`src/rtl/alif_config_sequencer_if.sv`:
```
// Host configuration byte channel (valid/ready, one byte per accepted beat).
//   cfg_valid : host has a byte on cfg_data
//   cfg_data  : configuration byte
//   cfg_ready : sequencer can take a byte this cycle (combinational)
interface alif_config_sequencer_if;
    logic       cfg_valid;
    logic [7:0] cfg_data;
    logic       cfg_ready;

    modport master (
        output cfg_valid,
        output cfg_data,
        input  cfg_ready
    );

    modport slave (
        input  cfg_valid,
        input  cfg_data,
        output cfg_ready
    );
endinterface

```
`src/rtl/alif_config_sequencer.sv`:
```
// Configuration and run controller for the ALIF dual-unileak neuron system.
// Collects a NUM_BYTES frame from the host, shifts it MSB-first onto the
// neuron's load_mode/serial_data pins, waits (bounded) for params_ready and
// only then allows the neuron's input_enable.
// Ports:
//   i_clk, i_rst_n      : clock, synchronous active-low reset
//   cfg_if (slave)      : host byte channel
//   i_abort             : cancel any operation, return to IDLE
//   i_run_req           : host requests neuron operation
//   i_params_ready      : neuron reports parameters loaded
//   o_load_mode         : neuron load_mode
//   o_serial_data       : neuron serial_data
//   o_neuron_enable     : neuron input_enable
//   o_busy              : collecting, shifting or waiting for params_ready
//   o_done              : one-cycle pulse on successful configuration
//   o_err               : sticky params_ready timeout flag
module alif_config_sequencer #(
    parameter int unsigned NUM_BYTES = 4,
    parameter int unsigned TIMEOUT   = 64
) (
    input  logic                     i_clk,
    input  logic                     i_rst_n,
    alif_config_sequencer_if.slave   cfg_if,
    input  logic                     i_abort,
    input  logic                     i_run_req,
    input  logic                     i_params_ready,
    output logic                     o_load_mode,
    output logic                     o_serial_data,
    output logic                     o_neuron_enable,
    output logic                     o_busy,
    output logic                     o_done,
    output logic                     o_err
);

    localparam int unsigned FRAME_W = NUM_BYTES * 8;
    localparam int unsigned BYTE_W  = $clog2(NUM_BYTES + 1);
    localparam int unsigned BIT_W   = $clog2(FRAME_W);
    localparam int unsigned TMO_W   = (TIMEOUT > 1) ? $clog2(TIMEOUT) : 1;

    localparam logic [BYTE_W-1:0] BYTE_LAST = BYTE_W'(NUM_BYTES - 1);
    localparam logic [BIT_W-1:0]  BIT_LAST  = BIT_W'(FRAME_W - 1);
    localparam logic [TMO_W-1:0]  TMO_LAST  = TMO_W'(TIMEOUT - 1);

    typedef enum logic [1:0] {
        S_IDLE     = 2'd0,
        S_COLLECT  = 2'd1,
        S_SHIFT    = 2'd2,
        S_WAIT_RDY = 2'd3
    } state_t;

    state_t               r_state;
    logic [BYTE_W-1:0]    r_byte_cnt;
    logic [BIT_W-1:0]     r_bit;
    logic [TMO_W-1:0]     r_tmo;
    logic [FRAME_W-1:0]   r_frame;
    logic                 r_configured;
    logic                 r_err;
    logic                 r_load_mode;
    logic                 r_serial_data;
    logic                 r_neuron_enable;
    logic                 r_busy;
    logic                 r_done;

    state_t               w_state_nxt;
    logic [BYTE_W-1:0]    w_byte_cnt_nxt;
    logic [BIT_W-1:0]     w_bit_nxt;
    logic [TMO_W-1:0]     w_tmo_nxt;
    logic [FRAME_W-1:0]   w_frame_nxt;
    logic                 w_configured_nxt;
    logic                 w_err_nxt;
    logic                 w_success;
    logic                 w_load_mode_nxt;
    logic                 w_serial_nxt;
    logic                 w_neuron_enable_nxt;
    logic                 w_busy_nxt;
    logic                 w_done_nxt;
    logic                 w_cfg_ready;
    logic                 w_accept;

    // Host handshake: bytes only taken while idle/collecting and not aborting
    assign w_cfg_ready      = ((r_state == S_IDLE) || (r_state == S_COLLECT)) && !i_abort;
    assign w_accept         = cfg_if.cfg_valid && w_cfg_ready;
    assign cfg_if.cfg_ready = w_cfg_ready;

    // State and register update
    always_ff @(posedge i_clk) begin
        if (!i_rst_n) begin
            r_state         <= S_IDLE;
            r_byte_cnt      <= '0;
            r_bit           <= '0;
            r_tmo           <= '0;
            r_frame         <= '0;
            r_configured    <= 1'b0;
            r_err           <= 1'b0;
            r_load_mode     <= 1'b0;
            r_serial_data   <= 1'b0;
            r_neuron_enable <= 1'b0;
            r_busy          <= 1'b0;
            r_done          <= 1'b0;
        end else begin
            r_state         <= w_state_nxt;
            r_byte_cnt      <= w_byte_cnt_nxt;
            r_bit           <= w_bit_nxt;
            r_tmo           <= w_tmo_nxt;
            r_frame         <= w_frame_nxt;
            r_configured    <= w_configured_nxt;
            r_err           <= w_err_nxt;
            r_load_mode     <= w_load_mode_nxt;
            r_serial_data   <= w_serial_nxt;
            r_neuron_enable <= w_neuron_enable_nxt;
            r_busy          <= w_busy_nxt;
            r_done          <= w_done_nxt;
        end
    end

    // Next-state and datapath
    always_comb begin
        w_state_nxt      = r_state;
        w_byte_cnt_nxt   = r_byte_cnt;
        w_bit_nxt        = r_bit;
        w_tmo_nxt        = r_tmo;
        w_frame_nxt      = r_frame;
        w_configured_nxt = r_configured;
        w_err_nxt        = r_err;
        w_success        = 1'b0;

        case (r_state)
            S_IDLE: begin
                if (w_accept) begin
                    w_frame_nxt[FRAME_W-1 -: 8] = cfg_if.cfg_data;
                    w_byte_cnt_nxt   = BYTE_W'(1);
                    w_bit_nxt        = '0;
                    w_configured_nxt = 1'b0;
                    w_err_nxt        = 1'b0;
                    w_state_nxt      = (NUM_BYTES == 1) ? S_SHIFT : S_COLLECT;
                end
            end
            S_COLLECT: begin
                if (w_accept) begin
                    // Slot k occupies the k-th byte from the MSB end
                    for (int k = 0; k < NUM_BYTES; k++) begin
                        if (r_byte_cnt == BYTE_W'(k)) begin
                            w_frame_nxt[FRAME_W-1-8*k -: 8] = cfg_if.cfg_data;
                        end
                    end
                    w_byte_cnt_nxt = r_byte_cnt + BYTE_W'(1);
                    if (r_byte_cnt == BYTE_LAST) begin
                        w_bit_nxt   = '0;
                        w_state_nxt = S_SHIFT;
                    end
                end
            end
            S_SHIFT: begin
                if (r_bit == BIT_LAST) begin
                    w_bit_nxt   = '0;
                    w_tmo_nxt   = '0;
                    w_state_nxt = S_WAIT_RDY;
                end else begin
                    w_bit_nxt = r_bit + BIT_W'(1);
                end
            end
            S_WAIT_RDY: begin
                // params_ready wins over the final timeout cycle
                if (i_params_ready) begin
                    w_success        = 1'b1;
                    w_configured_nxt = 1'b1;
                    w_byte_cnt_nxt   = '0;
                    w_tmo_nxt        = '0;
                    w_state_nxt      = S_IDLE;
                end else if (r_tmo == TMO_LAST) begin
                    w_err_nxt        = 1'b1;
                    w_configured_nxt = 1'b0;
                    w_byte_cnt_nxt   = '0;
                    w_tmo_nxt        = '0;
                    w_state_nxt      = S_IDLE;
                end else begin
                    w_tmo_nxt = r_tmo + TMO_W'(1);
                end
            end
            default: begin
                w_state_nxt = S_IDLE;
            end
        endcase

        // Abort overrides everything except the sticky error flag
        if (i_abort) begin
            w_state_nxt      = S_IDLE;
            w_byte_cnt_nxt   = '0;
            w_bit_nxt        = '0;
            w_tmo_nxt        = '0;
            w_configured_nxt = 1'b0;
            w_success        = 1'b0;
        end
    end

    // Output decode, registered so pins line up with the state they describe
    always_comb begin
        w_load_mode_nxt     = (w_state_nxt == S_SHIFT);
        w_serial_nxt        = 1'b0;
        if (w_load_mode_nxt) begin
            w_serial_nxt = w_frame_nxt[BIT_LAST - w_bit_nxt];
        end
        w_busy_nxt          = (w_state_nxt != S_IDLE);
        w_done_nxt          = w_success;
        w_neuron_enable_nxt = i_run_req && r_configured && (r_state == S_IDLE) && !i_abort;
    end

    assign o_load_mode     = r_load_mode;
    assign o_serial_data   = r_serial_data;
    assign o_neuron_enable = r_neuron_enable;
    assign o_busy          = r_busy;
    assign o_done          = r_done;
    assign o_err           = r_err;

endmodule

```
`src/flat_wrapper.sv`:
```
// flat-port wrapper written by rule: the top's interface ports become plain ports
module alif_config_sequencer_flat 
#(
    parameter int unsigned NUM_BYTES = 4,
    parameter int unsigned TIMEOUT   = 64
)
  (i_clk, i_rst_n, i_abort, i_run_req, i_params_ready, o_load_mode, o_serial_data, o_neuron_enable, o_busy, o_done, o_err, cfg_if_cfg_valid, cfg_if_cfg_data, cfg_if_cfg_ready);
  alif_config_sequencer_if cfg_if_i ();
  input  logic i_clk;
  input  logic i_rst_n;
  input  logic i_abort;
  input  logic i_run_req;
  input  logic i_params_ready;
  output logic o_load_mode;
  output logic o_serial_data;
  output logic o_neuron_enable;
  output logic o_busy;
  output logic o_done;
  output logic o_err;
  input wire logic [$bits(cfg_if_i.cfg_valid)-1:0] cfg_if_cfg_valid;
  input wire logic [$bits(cfg_if_i.cfg_data)-1:0] cfg_if_cfg_data;
  output wire logic [$bits(cfg_if_i.cfg_ready)-1:0] cfg_if_cfg_ready;
  assign cfg_if_i.cfg_valid = cfg_if_cfg_valid;
  assign cfg_if_i.cfg_data = cfg_if_cfg_data;
  assign cfg_if_cfg_ready = cfg_if_i.cfg_ready;
  alif_config_sequencer #(.NUM_BYTES(NUM_BYTES), .TIMEOUT(TIMEOUT)) u_core (.i_clk(i_clk), .i_rst_n(i_rst_n), .cfg_if(cfg_if_i), .i_abort(i_abort), .i_run_req(i_run_req), .i_params_ready(i_params_ready), .o_load_mode(o_load_mode), .o_serial_data(o_serial_data), .o_neuron_enable(o_neuron_enable), .o_busy(o_busy), .o_done(o_done), .o_err(o_err));
endmodule
```
`config.mk`:
```
export PLATFORM = sky130hd
export DESIGN_NAME = alif_config_sequencer_flat
export DESIGN_NICKNAME = d
export VERILOG_FILES = /design/src/rtl/alif_config_sequencer_if.sv /design/src/rtl/alif_config_sequencer.sv /design/src/flat_wrapper.sv
export SDC_FILE = /design/constraint.sdc
export NUM_CORES = 1
export LEC_CHECK = 0
export ABC_AREA = 1
export CAP_MARGIN = 25
export CORE_ASPECT_RATIO = 0.7
export CORE_MARGIN = 3
export CORE_UTILIZATION = 35
export CTS_BUF_LIST = sky130_fd_sc_hd__clkbuf_4 sky130_fd_sc_hd__clkbuf_8
export CTS_CLUSTER_SIZE = 30
export DETAILED_ROUTE_END_ITERATION = 12
export PLACE_DENSITY = 0.59
export SKIP_LAST_GASP = 1
export SLEW_MARGIN = 20
export SYNTH_ARGS = -nofsm -noshare
export SYNTH_HDL_FRONTEND = slang
export SYNTH_SLANG_ARGS = --single-unit
```
`constraint.sdc`:
```
create_clock -name i_clk -period 2.05 [get_ports i_clk]
set_clock_uncertainty 0.05 [all_clocks]
set_input_delay 0.205 -clock i_clk [delete_from_list [all_inputs] [get_ports i_clk]]
set_output_delay 0.205 -clock i_clk [all_outputs]
set_load 0.01 [all_outputs]
```
==> summary.md <==
• 2.30 ns — Arrival @ worst endpoint
• u_core.o_serial_data$_SDFF_PN0_ — Critical R2R Capture
• u_core.r_bit[1]$_SDFF_PN0_ — worst setup path start
• 80.4 um — Die Height
• 6.80 um^2 — Avg Cell Area, Syn
• 0 — Yosys Warn Count
• 301 — count of routing violations after the opening detailed-route iteration
• 26 — Rows
• 0.398 — portion of the post-synthesis area used by sequential elements
• 514 — number of nets at the end of the flow
• 12400 um — first-pass GRT wire length
• 0.173 — overall track demand over capacity in global routing
• 1 — crit path buf inv count
• 764 — count of fill cells added during filler insertion
• -0.07 ns — worst-case register-to-register setup slack
• register — kind of launch point of the worst setup path
• yes — setup repair after global routing missed its margin
• 55 — TritonCTS Sinks
• input pin to register — worst hold path type
• u_core.r_bit[1]$_SDFF_PN0_ — startpoint of the lowest-slack register-to-register path
• sky130_fd_sc_hd__dfxtp_1 — cell type with the largest total area after synthesis
• 0 — share of synthesized registers carrying an async set or reset
• 0.00748 mm^2 — core region area
• 0.00277 mm^2 — Cell Area, Synth
• 0.398 — area share of the leading cell type in the synthesized netlist
• 0 — antenna violations before repair
• 0.00354 mm^2 — total placed instance area
• 0.370 — Initial Utilization
• 1.65 nW — Pleak
• 472 MHz — FMAX
• 0 — number of max-slew violations in the final report
• complete, but fails checks — run status
• 112 um — width of the die
• 21 — I/O Pins
• 0 — number of antenna repair diodes
• 2.23 ns — data required time of the worst path
• 407 — count of mapped cells out of synthesis
• 30 — number of distinct library cells after synthesis
• 0.890 — Final Wtd Congestion
• 591 — post-route insts no fill
• sky130_fd_sc_hd__dfxtp_1 (40%), sky130_fd_sc_hd__nand2_1 (14%), sky130_fd_sc_hd__nor2_1 (8.4%) — cell types occupying the most area after synthesis
• 552 mW/mm^2 — power density cells
• ha_4, nand2_2, nor2_1, ha_2, nor2_4, nand2_4, a21oi_4, buf_4, nand2_2, nand2_1, nand2_1, nand2_1, nand3_1, nand3_1, nand3_1, nand2_1, nor2_1 — ordered list of cells on the worst path
• 0 — final count of hold timing violations
• 2 — number of H-tree levels
• 2 — Longest Clk Path Bufs
• sky130_fd_sc_hd__nand2_1 — Critical Path Most Common Cell
• 0.685 — relative slew slack
• register to register — worst setup path category
• 0.32 ns — clock network latency to the later pin of the worst-skew pair
• 7460 um — sum of routed wire length over all layers
• 0 — grt ovf
• 5620 um — HPWL after DPL
• simple AND/OR/NAND/NOR gates — category of cells accounting for the largest share of critical-path delay
• 0 — DR DRC count
• sky130_fd_sc_hd__nand2_1 — most common cell in the netlist
• 0.00903 mm^2 — die area
• 5 — number of buffers created by CTS
• 17 — number of cells on the critical path
• 0 — max-cap check violation count
• 0.00373 mm^2 — final non-filler cell area
• 4.71 — detail-routed via count per cell
• sky130_fd_sc_hd__nand2_1 (105), sky130_fd_sc_hd__nor2_1 (62), sky130_fd_sc_hd__dfxtp_1 (55) — synth cell count leaders
• 0.35 ns — peak per-stage delay on the critical path
• sky130_fd_sc_hd__dfxtp_1 — Post-synth top flop
• 2786 — total via count in the routed design
• yes — CTS tree
• 0 — number of routed nets with antenna violations
• 0.221 — fraction of final layout cells with drive strength greater than 1
• 0.308 mV — peak supply drop
• 0.10 ns — clock transition at the registers of the reported paths
• sky130_fd_sc_hd__clkbuf_8 — clock root buffer
• 0 — number of flops mapped to enable cells by yosys
• 429 — syn nets
• 1 — endpoints failing setup
• 2496 — vias in the first global route
• 6 — router iterations before antenna repair
• sky130_fd_sc_hd__dfxtp_2 — cell with the largest stage delay on the worst path
• 17 — depth of the worst register-to-register path
• negative setup slack — failing checks
• 1.03 — final worst-path cycle share
• 578 — Inst Count DP
• 55 — flip-flop and latch count after synthesis
• 25 — maximum number of pins on one net before global-route repair
• 20 — number of port buffers
• 34.8% — synthesis-to-layout area growth
• register — endpoint kind of the worst setup timing path
• 12.6 um — per-cell routed wire length
• u_core.o_serial_data$_SDFF_PN0_ — capturing element of the worst setup path
• -0.0705 ns — fin worst setup slack
• 0.471 ns — worst-margin pin slew
• 5 — peak fanout along the critical path
• 2.12 ns — clock period minus final worst setup slack
## power by group
group          total, W  leakage (nW)  switching, W  internal (W)
combinational  0.000198          1.14      0.000107     0.0000912
clock          0.000775        0.0612      0.000378      0.000396
sequential      0.00109         0.446    0.00000458       0.00108
total           0.00206          1.65      0.000490       0.00157
## registers in the layout, indices dropped and copies added (netlist names)
signal	count
u_core.o_busy	1
u_core.o_done	1
u_core.o_err	1
u_core.o_load_mode	1
u_core.o_neuron_enable	1
u_core.o_serial_data	1
u_core.r_bit	5
u_core.r_byte_cnt	3
u_core.r_configured	1
u_core.r_frame	32
u_core.r_state	2
u_core.r_tmo	6
## worst min path at each step
stage,from,end,slack [ns],cells past startpoint
detailed placement,u_core.r_frame[12]$_SDFF_PN0_,u_core.r_frame[12]$_SDFF_PN0_,0.42,2
CTS,i_run_req,u_core.o_neuron_enable$_SDFF_PN0_,0.41,3
global placement,u_core.r_frame[4]$_SDFF_PN0_,u_core.r_frame[4]$_SDFF_PN0_,0.41,2
global route,u_core.r_configured$_SDFFE_PP0P_,u_core.r_configured$_SDFFE_PP0P_,0.45,2
floorplan,i_abort,u_core.o_neuron_enable$_SDFF_PN0_,0.23,1
finish,i_params_ready,u_core.o_done$_SDFF_PP0_,0.43,3
## area by class of cell
| cell class | count | area, um^2 | share of cell area |
|---|---|---|---|
| Tap cell | 98 | 123 | 0.0329 |
| Sequential cell | 55 | 1100 | 0.296 |
| Timing Repair Buffer | 85 | 713 | 0.191 |
| Multi-Input combinational cell | 291 | 1460 | 0.392 |
| Clock buffer | 6 | 82.6 | 0.0221 |
| Inverter | 54 | 213 | 0.0570 |
| Clock inverter | 2 | 35.0 | 0.00939 |
## worst reg2reg max path, delay by kind of cell, from the launching register on
family / cells / cell delay, ns
AOI/OAI and AO/OA: 1 / 0.21
and+or+nand+nor: 13 / 0.93
adders and majority gates: 2 / 0.34
DFF: 1 / 0.35
buffers and inverters: 1 / 0.14
## metal layers
| layer | part of all wire | track usage |
|---|---|---|
| met1 | 0.53 | 0.264 |
| met3 | 0.058 | 0.0339 |
| met4 | 0.010 | 0.0432 |
| met5 | 0 | 0 |
| met2 | 0.40 | 0.244 |
## cell families (layout without fill, tap and decap cells)
kind of cell,after synthesis,after routing,share of synthesized area
and+or+nand+nor,222,224,0.344
DFF,55,55,0.398
buffers and inverters,63,147,0.0953
xor gates and xnor gates,3,3,0.00949
adders and majority gates,8,8,0.0362
AOI/OAI and AO/OA,56,56,0.117
## layout by cell type, fill, tap and decap left out, types with 2 or more instances in the layout
| master | n |
|---|---|
| sky130_fd_sc_hd__xor2_1 | 3 |
| sky130_fd_sc_hd__o21ai_1 | 15 |
| sky130_fd_sc_hd__a21oi_1 | 16 |
| sky130_fd_sc_hd__inv_1 | 48 |
| sky130_fd_sc_hd__nor3_1 | 4 |
| sky130_fd_sc_hd__nand2_2 | 11 |
| sky130_fd_sc_hd__clkbuf_8 | 6 |
| sky130_fd_sc_hd__nor2_1 | 60 |
| sky130_fd_sc_hd__nor2_2 | 3 |
| sky130_fd_sc_hd__o21a_1 | 2 |
| sky130_fd_sc_hd__dfxtp_1 | 52 |
| sky130_fd_sc_hd__ha_1 | 6 |
| sky130_fd_sc_hd__a211oi_1 | 2 |
| sky130_fd_sc_hd__nor2_4 | 2 |
| sky130_fd_sc_hd__buf_12 | 2 |
| sky130_fd_sc_hd__clkdlybuf4s50_1 | 20 |
| sky130_fd_sc_hd__nand2_1 | 101 |
| sky130_fd_sc_hd__nand2_4 | 4 |
| sky130_fd_sc_hd__nand3_1 | 34 |
| sky130_fd_sc_hd__buf_4 | 63 |
| sky130_fd_sc_hd__dfxtp_2 | 3 |
| sky130_fd_sc_hd__a31oi_1 | 2 |
| sky130_fd_sc_hd__o21ai_0 | 14 |
| sky130_fd_sc_hd__a21oi_4 | 2 |
| sky130_fd_sc_hd__nand4_1 | 2 |
| sky130_fd_sc_hd__inv_6 | 2 |
| sky130_fd_sc_hd__inv_2 | 4 |
## through the flow
stage | worst slack, ns | setup TNS (ns) | hold WS [ns] | utilization | power (W)
finish | -0.0705 | -0.0705 | 0.432 | 0.499 | 0.00206
detailed placement | -0.191 | -0.191 | 0.421 | 0.473 | 0.00131
global route | -0.203 | -0.253 | 0.449 | 0.499 | 0.00214
CTS | -0.0296 | -0.0296 | 0.411 | 0.494 | 0.00208
floorplan | 0.00956 | 0 | 0.232 | - | 0.00120
global placement | -0.171 | -0.171 | 0.410 | 0.473 | 0.00131
## timing repair
action                                  in CTS  in global routing
resized for setup                            9                 10
pin swaps                                    6                  3
gates cloned                                 1                  1
buffers inserted                             2                  1
hold buffers                                 0                  0
endpoints found under the setup margin       1                  2
Note: power is estimated with default switching activity, not from simulation.
